## config.mk

```make
export PLATFORM = sky130hd
export DESIGN_NAME = unidade_busca
export DESIGN_NICKNAME = d
export VERILOG_FILES = /design/src/rtl/unidade_busca.sv
export SDC_FILE = /design/constraint.sdc
export NUM_CORES = 1
export LEC_CHECK = 0
export ABC_CLOCK_PERIOD_IN_PS = 4900
export BUFFER_PORTS_ARGS = -buffer_cell sky130_fd_sc_hd__buf_2
export CAP_MARGIN = 20
export CORE_MARGIN = 2
export CORE_UTILIZATION = 49
export CTS_BUF_LIST = sky130_fd_sc_hd__clkbuf_4 sky130_fd_sc_hd__clkbuf_8 sky130_fd_sc_hd__clkbuf_16
export DETAILED_ROUTE_END_ITERATION = 8
export GPL_TIMING_DRIVEN = 0
export PLACE_DENSITY = 0.8
export SLEW_MARGIN = 20
export SYNTH_ARGS = -nofsm -noshare
export SYNTH_HDL_FRONTEND = slang
export SYNTH_SLANG_ARGS = --single-unit
export TNS_END_PERCENT = 10
```

## constraint.sdc

```tcl
create_clock -name clock -period 4.9 [get_ports clock]
set_input_delay 1.47 -clock clock [delete_from_list [all_inputs] [get_ports clock]]
set_output_delay 1.47 -clock clock [all_outputs]
set_load 0.1 [all_outputs]
```

## src/rtl/unidade_busca.sv

```systemverilog
// unidade_busca: MIPS fetch stage with PC, single-outstanding imem requests, 2-entry decode queue and redirect flush
module unidade_busca #(
  parameter logic [31:0] RESET_PC = 32'h0000_0000
) (
  input  logic        clock,
  input  logic        reset,
  output logic        imem_req_valid,
  input  logic        imem_req_ready,
  output logic [31:0] imem_req_addr,
  input  logic        imem_resp_valid,
  input  logic [31:0] imem_resp_data,
  input  logic        redirect_valid,
  input  logic [31:0] redirect_pc,
  output logic        dec_valid,
  input  logic        dec_ready,
  output logic [31:0] dec_instr,
  output logic [31:0] dec_pc,
  output logic [5:0]  dec_opcode
);
  typedef enum logic [1:0] {REQ, WAIT, DROP} state_t;
  state_t      state_q, state_d;
  logic [31:0] fetch_pc_q, fetch_pc_d, req_pc_q, req_pc_d, redir_pc;
  logic [1:0]  count_q, count_d, count_pop;
  logic [63:0] q_q [2];
  logic [63:0] q_d [2];
  logic        hs, pop, push;
  // outputs are masked during the reset cycle; queue head always sits in slot 0
  always_comb begin
    imem_req_valid = !reset && state_q == REQ && count_q != 2'd2;
    imem_req_addr  = fetch_pc_q;
    dec_valid      = !reset && count_q != 2'd0;
    dec_instr      = reset ? 32'd0 : q_q[0][63:32];
    dec_pc         = reset ? 32'd0 : q_q[0][31:0];
    dec_opcode     = dec_instr[31:26];
  end
  // next state: redirect overrides everything, stale in-flight responses are dropped
  always_comb begin
    hs         = imem_req_valid && imem_req_ready;
    pop        = dec_valid && dec_ready && !redirect_valid;
    push       = state_q == WAIT && imem_resp_valid && !redirect_valid;
    redir_pc   = redirect_pc & ~32'd3;
    state_d    = state_q;
    fetch_pc_d = fetch_pc_q;
    req_pc_d   = req_pc_q;
    if (redirect_valid) begin
      fetch_pc_d = redir_pc;
      state_d    = state_q == REQ ? (hs ? DROP : REQ) : (imem_resp_valid ? REQ : DROP);
    end else if (state_q == REQ) begin
      req_pc_d   = hs ? fetch_pc_q : req_pc_q;
      fetch_pc_d = hs ? fetch_pc_q + 32'd4 : fetch_pc_q;
      state_d    = hs ? WAIT : REQ;
    end else if (imem_resp_valid) begin
      state_d = REQ;
    end
    count_pop = count_q - {1'b0, pop};
    q_d[0]    = push && count_pop == 2'd0 ? {imem_resp_data, req_pc_q} : (pop ? q_q[1] : q_q[0]);
    q_d[1]    = push && count_pop == 2'd1 ? {imem_resp_data, req_pc_q} : q_q[1];
    count_d   = redirect_valid ? 2'd0 : count_pop + {1'b0, push};
  end
  // state registers with synchronous reset
  always_ff @(posedge clock) begin
    if (reset) begin
      state_q    <= REQ;
      fetch_pc_q <= RESET_PC;
      req_pc_q   <= 32'd0;
      count_q    <= 2'd0;
      q_q[0]     <= 64'd0;
      q_q[1]     <= 64'd0;
    end else begin
      state_q    <= state_d;
      fetch_pc_q <= fetch_pc_d;
      req_pc_q   <= req_pc_d;
      count_q    <= count_d;
      q_q[0]     <= q_d[0];
      q_q[1]     <= q_d[1];
    end
  end
endmodule

```

==> impl_metrics.env, run 1 <==
export IMPL_gr_total_overflow=0
export IMPL_fmax_ghz=0.208
export IMPL_crit_path_max_incr_delay_ps=630
export IMPL_clk_latency_ps=440
export IMPL_post_cts_setup_buffers=0
export IMPL_relSlewSlack_pct=30.1
export IMPL_worst_setup_path_start_kind="input port"
export IMPL_end_kind="output port"
export IMPL_cts_root_buf="clkbuf_16"
export IMPL_grt_use_met2_pct=44.5
export IMPL_dieWidth_um=136
export IMPL_hold_path_class="reg2reg"
export IMPL_vdd_drop_max_uv=259
export IMPL_nets=1228
export IMPL_ys_seq_elements=188
export IMPL_final_area_um2=10400
export IMPL_netlist_top_cells_area="dfxtp_1 (44%), mux2i_1 (14%), nor2_1 (6.8%)"
export IMPL_cp_slowest_cell="clkbuf_1"
export IMPL_maxCapViolCount=0
export IMPL_grt_pass1_wl_um=40000
export IMPL_clockBufferDepth=2
export IMPL_crit_type="in2out"
export IMPL_synth_avg_cell_area_um2=8.85
export IMPL_use_met3_pct=7.64
export IMPL_timing_critical_path_fanout_max=10
export IMPL_r2r_setup_slack_ps=1600
export IMPL_grt_usage_pct=27.7
export IMPL_status="completed"
export IMPL_hold_viol=0
export IMPL_tightest_slew_ps=1040
export IMPL_grtUsageMet1_pct=35.3
export IMPL_ios=174
export IMPL_hp_start="req_pc_q[6]"
export IMPL_async_flop_share_pct=0
export IMPL_dr_pass1_iters=6
export IMPL_final_util_pct=60.3
export IMPL_synth_top_area_share_pct=43.9
export IMPL_placement_cell_area_um2=9700
export IMPL_syn2layout_area_growth_pct=20.9
export IMPL_setup_viol=0
export IMPL_reg2reg_from="count_q[1]"
export IMPL_critPathRequiredTime_ps=3430
export IMPL_die_h_um=136
export IMPL_ys_flop_type="dfxtp_1"
export IMPL_cp_cell_sequence="buf_2, clkbuf_1, clkbuf_1, nor2b_1, buf_2"
export IMPL_io_buffers=165
export IMPL_finClkSkew_ps=11.0
export IMPL_fin_crit_ps=4810
export IMPL_worstReg2RegEnd="q_q[0][61]"
export IMPL_leakage_nw=4.50
export IMPL_yosys_warnings=0
export IMPL_hpwlAfterDp_um=17700
export IMPL_cts_htree_levels=4
export IMPL_gp_congestion=0.932
export IMPL_drive_above_1_share_pct=19.8
export IMPL_cts_tree="built"
export IMPL_drt_iter0_drc=621
export IMPL_fill_cells=1509
export IMPL_synth_edff_count=0
export IMPL_holdPathEnd="req_pc_q[6]"
export IMPL_hold_depth=2
export IMPL_core_area_um2=17200
export IMPL_numCtsBuffers=17
export IMPL_netlist_area_um2=8570
export IMPL_cts_clk_slew_worst_paths_ps=60
export IMPL_busiest_layer="met2"
export IMPL_cp_arrival_ps=3340
export IMPL_postRouteAntennaNets=0
export IMPL_synth_commonest_cells="dfxtp_1 (188), nor2_1 (156), mux2i_1 (124)"
export IMPL_grt_pass1_vias=7751
export IMPL_powerDensity_nw_per_um2=343
export IMPL_via_count=8004
export IMPL_fin_crit_sh_pct=98.3
export IMPL_via_per_inst=5.74
export IMPL_r2r_cells=10
export IMPL_die_area_um2=18600
export IMPL_report_final_slew_viol_count=0
export IMPL_yosysTopAreaCell="dfxtp_1"
export IMPL_antenna_found_initial=3
export IMPL_rsz0062_at_grt="no"
export IMPL_syn_inst=969
export IMPL_post_route_drc_count=0
export IMPL_wire_per_inst_um=18.2
export IMPL_routed_wl_um=25400
export IMPL_yosysMostFrequentCell="dfxtp_1"
export IMPL_cts_sinks=188
export IMPL_ys_seq_area_share_pct=43.9
export IMPL_rows=48
export IMPL_initial_utilization_pct=49.9
export IMPL_ys_types=57
export IMPL_grt_max_degree=17
power by group:
part | total (W) | internal (W) | switching [W]
registers | 0.00160 | 0.00156 | 0.0000449
logic | 0.000394 | 0.0000845 | 0.000310
clock network | 0.00156 | 0.000946 | 0.000615
cell families (layout without fill, tap and decap cells):
logic type      Yosys count  in the layout  synth area share (%)
mux                     124            124                  14.5
xor+xnor                  8              8                 0.817
other cells               1              5                0.0437
simple gates            393            393                  22.6
compound gates          150            150                  12.7
flops                   188            188                  43.9
fa+ha+maj                 3              3                 0.438
buf+inv                 102            298                  5.08
worst max-delay path: cells and delay by family:
family                 cells  cell delay (ps)
AND/OR/NAND/NOR            1              150
buffers and inverters      4             1710
metal layers:
layer  vias to the layer above  routed length [µm]
li1                       3787                   -
met1                      3754               10400
met2                       386               11700
met3                        75                2500
met4                         2                 819
met5                         -                  17
timing repair:
item,4_1_cts,5_1_grt
setup endpoints to repair,0,49
gates resized for setup,0,2
hold buffers,0,0
registers in the layout, indices dropped and copies added (netlist names):
register / cells
q_q: 124
imem_req_addr: 30
req_pc_q: 30
count_q: 2
state_q: 2
worst max-delay path by stage:
stage	start	endpoint	slack (ps)	cells after the start
after detailed placement	redirect_valid	q_q[0][12]	-220	12
final	reset	dec_pc[28]	90	5
after global routing	reset	dec_pc[28]	60	5
after global placement	redirect_valid	q_q[0][3]	-130	12
after floorplan	reset	dec_opcode[0]	-470	5
after CTS	reset	dec_opcode[3]	30	6
layout make-up:
type                       instances  area, µm²  share of cell area (%)
clock buffer                      20        460                    4.44
multi-input combinational        682       4390                    42.4
sequential                       188       3760                    36.3
timing repair buffer             165        826                    7.97
inverter                          11       41.3                   0.398
tap                              225        282                    2.72
buffer                            90        392                    3.78
antenna                            1       2.50                  0.0241
clock inverter                    12        208                    2.00
stage by stage:
stage	std cells	setup WS (ps)	total power (W)	hold slack, ps	TNS, ps
after floorplan	972	-474	0.00191	449	-2950
after global placement	1362	-127	0.00202	459	-5310
after detailed placement	1362	-216	0.00202	465	-10310
after CTS	1394	26.4	0.00356	474	0
after global routing	1393	63.6	0.00366	492	0
final	1394	85.7	0.00356	472	0
cell usage in the layout (no fill, tap or decap), types with 18 or more instances in the layout:
cell type,n
clkbuf_1,62
nor2b_1,66
nor2_1,156
buf_2,176
a211oi_1,69
nand2_1,70
dfxtp_1,188
mux2i_1,124
nand3_1,18
a21oi_1,33
(Power assumes the default switching activity.)
==> run 2: changes to the inputs <==
--- a/config.mk
+++ b/config.mk
@@ -13,7 +13,7 @@
 export CTS_BUF_LIST = sky130_fd_sc_hd__clkbuf_4 sky130_fd_sc_hd__clkbuf_8 sky130_fd_sc_hd__clkbuf_16
 export DETAILED_ROUTE_END_ITERATION = 8
 export GPL_TIMING_DRIVEN = 0
-export PLACE_DENSITY = 0.8
+export PLACE_DENSITY_LB_ADDON = 0.2
 export SLEW_MARGIN = 20
 export SYNTH_ARGS = -nofsm -noshare
 export SYNTH_HDL_FRONTEND = slang
==> run 2 against run 1 <==
Against the previous run: register-to-register slack got worse by 40 ps; via count fell by 3.5%; critical path depth did not move; fmax rose by 0.28%.
==> impl_metrics.env, run 2 (synthesis gave the netlist of run 1 again) <==
export IMPL_grt_max_degree=17
export IMPL_post_route_drc_count=0
export IMPL_grt_usage_pct=26.3
export IMPL_clockBufferDepth=2
export IMPL_numCtsBuffers=17
export IMPL_wire_per_inst_um=17.6
export IMPL_timing_critical_path_fanout_max=10
export IMPL_leakage_nw=4.49
export IMPL_final_util_pct=60.1
export IMPL_end_kind="output port"
export IMPL_fin_crit_ps=4800
export IMPL_via_count=7725
export IMPL_drive_above_1_share_pct=19.8
export IMPL_top_register="q_q"
export IMPL_final_area_um2=10300
export IMPL_final_common_cell="dfxtp_1"
export IMPL_gp_congestion=0.919
export IMPL_setup_viol=0
export IMPL_finClkSkew_ps=9.51
export IMPL_crit_type="in2out"
export IMPL_hold_buffers=0
export IMPL_gr_total_overflow=0
export IMPL_via_per_inst=5.53
export IMPL_final_cell_mix="dfxtp_1 (188), buf_2 (176), nor2_1 (156)"
export IMPL_relSlewSlack_pct=46.6
export IMPL_cts_tree="built"
export IMPL_r2r_cells=10
export IMPL_drt_iter0_drc=405
export IMPL_rows=48
export IMPL_core_area_um2=17200
export IMPL_report_final_slew_viol_count=0
export IMPL_initial_utilization_pct=49.9
export IMPL_io_buffers=165
export IMPL_hold_path_class="reg2reg"
export IMPL_dr_pass1_iters=5
export IMPL_syn2layout_area_growth_pct=20.4
export IMPL_vdd_drop_max_uv=260
export IMPL_nets=1228
export IMPL_rsz0062_at_grt="no"
export IMPL_dieWidth_um=136
export IMPL_cts_htree_levels=4
export IMPL_tightest_slew_ps=794
export IMPL_ios=174
export IMPL_routed_wl_um=24600
export IMPL_fin_crit_sh_pct=98.0
export IMPL_grt_pass1_wl_um=37700
export IMPL_postRouteAntennaNets=0
export IMPL_cts_root_buf="clkbuf_16"
export IMPL_hold_depth=2
export IMPL_critPathRequiredTime_ps=3430
export IMPL_largest_reg_flops=124
export IMPL_cts_clk_slew_worst_paths_ps=70
export IMPL_post_cts_setup_buffers=0
export IMPL_clk_latency_ps=430
export IMPL_antenna_found_initial=3
export IMPL_die_h_um=136
export IMPL_hpwlAfterDp_um=17300
export IMPL_maxCapViolCount=0
export IMPL_hold_viol=0
export IMPL_placement_cell_area_um2=9700
export IMPL_powerDensity_nw_per_um2=333
export IMPL_status="completed"
export IMPL_cts_sinks=188
export IMPL_grt_pass1_vias=7153
export IMPL_fmax_ghz=0.208
export IMPL_worst_setup_path_start_kind="input port"
export IMPL_die_area_um2=18600
export IMPL_cp_arrival_ps=3330
## run 2: what timing repair did
| item | 4_1_cts | 5_1_grt |
|---|---|---|
| gates resized for setup | 0 | 2 |
| endpoints found under the hold margin | 0 | 0 |
| setup endpoints to repair | 0 | 65 |
## run 2: area by class of cell
type	instances	area (µm²)
Multi-Input combinational cell	682	4390
Buffer	90	392
Tap cell	225	282
Timing Repair Buffer	165	826
Sequential cell	188	3760
Clock buffer	19	453
Inverter	11	41.3
Antenna cell	3	7.51
Clock inverter	13	164
Fill cell	1623	6860
## run 2: final timing paths
check,slack (ps),from,to
max,100,reset,dec_pc[28]
min,470,req_pc_q[11],req_pc_q[11]
max reg2reg,1560,count_q[1],q_q[0][30]
min reg2reg,470,req_pc_q[11],req_pc_q[11]
## run 2: per-stage QoR
step	hold WS (ps)	total power, W	instances	setup TNS, ps	setup slack, ps
CTS	475	0.00345	1394	0	20.7
floorplan	449	0.00191	972	-2950	-474
finish	474	0.00344	1396	0	99.3
global placement	462	0.00202	1362	-12910	-231
detailed placement	466	0.00202	1362	-15900	-299
global route	494	0.00354	1394	0	87.0
## run 2: layer usage
metal  up-vias  part of all wire, %  track usage (%)
met5         -                    0                0
li1       3792                    -                -
met1      3626                   43             33.6
met4         0                  2.3             10.1
met2       273                   47             43.2
met3        34                  7.2             5.89
## run 2: worst max-delay path: stages
cell	delay, ps
buf_2	210
clkbuf_1	570
clkbuf_1	610
nor2b_1	130
buf_2	330
## run 2: power by group
part,switching (W),total [W],internal [W],leakage [nW]
combinational,0.000308,0.000393,0.0000844,2.66
clock,0.000608,0.00144,0.000835,0.305
sequential,0.0000427,0.00160,0.00156,1.52
==> run 3: changes to the inputs <==
--- a/config.mk
+++ b/config.mk
@@ -9,7 +9,7 @@
 export BUFFER_PORTS_ARGS = -buffer_cell sky130_fd_sc_hd__buf_2
 export CAP_MARGIN = 20
 export CORE_MARGIN = 2
-export CORE_UTILIZATION = 49
+export CORE_UTILIZATION = 55
 export CTS_BUF_LIST = sky130_fd_sc_hd__clkbuf_4 sky130_fd_sc_hd__clkbuf_8 sky130_fd_sc_hd__clkbuf_16
 export DETAILED_ROUTE_END_ITERATION = 8
 export GPL_TIMING_DRIVEN = 0
==> run 3 against run 2 <==
Against the previous run: flip-flop and latch count is the same; critical path depth is the same; worst hold slack lost 1.0 ps; global-route usage grew 3.5 points; die area shrank 11%; design area shrank 0.86%; via count grew 1.1%; critical path type unchanged; largest power group unchanged; highest routed layer unchanged.
==> impl_metrics.env, run 3 (synthesis gave the netlist of run 1 again) <==
export IMPL_hold_path_class="reg2reg"
export IMPL_via_count=7811
export IMPL_cts_tree="built"
export IMPL_gr_total_overflow=0
export IMPL_rsz0062_at_grt="no"
export IMPL_post_cts_setup_buffers=0
export IMPL_clockBufferDepth=2
export IMPL_setup_viol=0
export IMPL_syn2layout_area_growth_pct=19.3
export IMPL_rows=45
export IMPL_gp_congestion=0.975
export IMPL_cp_arrival_ps=3250
export IMPL_fmax_ghz=0.212
export IMPL_tightest_slew_ps=774
export IMPL_drt_iter0_drc=685
export IMPL_io_buffers=165
export IMPL_grt_pass1_wl_um=38900
export IMPL_final_cell_mix="dfxtp_1 (188), buf_2 (176), nor2_1 (156)"
export IMPL_critPathRequiredTime_ps=3430
export IMPL_relSlewSlack_pct=47.9
export IMPL_numCtsBuffers=17
export IMPL_powerDensity_nw_per_um2=327
export IMPL_end_kind="output port"
export IMPL_antenna_found_initial=1
export IMPL_cts_sinks=188
export IMPL_total_power_w=0.00335
export IMPL_timing_critical_path_fanout_max=10
export IMPL_grt_pass1_vias=7466
export IMPL_top_register="q_q"
export IMPL_cts_root_buf="clkbuf_16"
export IMPL_hpwlAfterDp_um=17000
export IMPL_dr_pass1_iters=6
export IMPL_finClkSkew_ps=7.68
export IMPL_status="completed"
export IMPL_hold_ws_ps=473
export IMPL_die_area_um2=16600
export IMPL_report_final_slew_viol_count=0
export IMPL_drive_above_1_share_pct=19.8
export IMPL_worstReg2RegEnd="q_q[0][24]"
export IMPL_vdd_drop_max_uv=258
export IMPL_postCtsResizedCells=0
export IMPL_hold_depth=2
export IMPL_dp_cells=1325
export IMPL_maxCapViolCount=0
export IMPL_fill_cells=1318
export IMPL_final_common_cell="dfxtp_1"
export IMPL_cts_htree_levels=4
export IMPL_final_cell_count_no_fill=1358
export IMPL_clk_latency_ps=440
export IMPL_dieWidth_um=129
export IMPL_postRouteAntennaNets=0
export IMPL_initial_utilization_pct=56.4
export IMPL_ff_latch_area_um2=3760
export IMPL_largest_reg_flops=124
export IMPL_crit_type="in2out"
export IMPL_core_area_um2=15200
export IMPL_die_h_um=129
export IMPL_finalSetupTns_ps=0
export IMPL_routed_wl_um=24400
export IMPL_r2r_cells=10
export IMPL_fin_crit_sh_pct=96.3
export IMPL_r2r_setup_slack_ps=1580
export IMPL_holdPathEnd="req_pc_q[13]"
export IMPL_wire_per_inst_um=18.0
export IMPL_ios=174
export IMPL_hold_viol=0
export IMPL_nets=1228
export IMPL_grt_usage_pct=29.8
export IMPL_hold_buffers=0
export IMPL_leakage_nw=4.47
export IMPL_cts_clk_slew_worst_paths_ps=60
export IMPL_reg2reg_from="count_q[1]"
export IMPL_worst_setup_path_start_kind="input port"
export IMPL_hp_start="req_pc_q[13]"
export IMPL_grt_max_degree=17
export IMPL_post_route_drc_count=0
export IMPL_multi_input_area_um2=4390
export IMPL_via_per_inst=5.75
export IMPL_fin_crit_ps=4720
[run 3: cell count changes in the layout (fill, tap and decap cells not counted)]
cell	before	now
bufinv_16	3	1
inv_6	2	1
clkinv_2	4	3
clkbuf_8	2	3
diode_2	3	2
inv_8	1	0
clkbuf_4	0	3
clkinv_4	2	3
[run 3: power breakdown]
group          total (W)  internal (W)  switching [W]
clock network    0.00136      0.000760       0.000596
logic           0.000394     0.0000845       0.000309
registers        0.00160       0.00156      0.0000421
[run 3: worst max path at each step]
stage	from	to	slack [ps]	cells after the start
6_report	reset	imem_req_valid	180	5
5_1_grt	reset	dec_pc[30]	150	5
4_1_cts	reset	dec_opcode[4]	70	6
3_5_place_dp	redirect_valid	q_q[0][23]	-260	12
3_3_place_gp	redirect_valid	q_q[0][53]	-210	12
2_1_floorplan	reset	dec_opcode[0]	-470	5
[run 3: stage by stage]
stage / util, % / setup WS [ps] / cell area [µm²]
after floorplan: - / -474 / 8590
after CTS: 67.3 / 73.9 / 10200
after detailed placement: 63.5 / -255 / 9650
after global placement: 63.5 / -214 / 9650
final: 67.3 / 180 / 10200
after global routing: 67.3 / 147 / 10200
[run 3: final cells by class]
cell class	instances	area share, %
Antenna cell	2	0.0489
Clock inverter	9	0.856
Tap cell	188	2.30
Inverter	11	0.404
Multi-Input combinational cell	682	42.9
Sequential cell	188	36.8
Timing Repair Buffer	165	8.07
Buffer	90	3.83
Clock buffer	23	4.78
[run 3: metal layers]
layer | part of all wire (%) | routed length [µm] | global-route usage, % | vias up
met5 | 0 | 0 | 0 | -
met4 | 3.1 | 759 | 11.8 | 0
met3 | 8.7 | 2120 | 8.61 | 63
met2 | 46 | 11300 | 48.2 | 350
met1 | 42 | 10200 | 37.6 | 3619
li1 | - | - | - | 3779
[run 3: critical path, cell delays in order]
cell	delay, ps
buf_2	160
clkbuf_1	310
clkbuf_1	400
nor4_2	400
buf_2	490
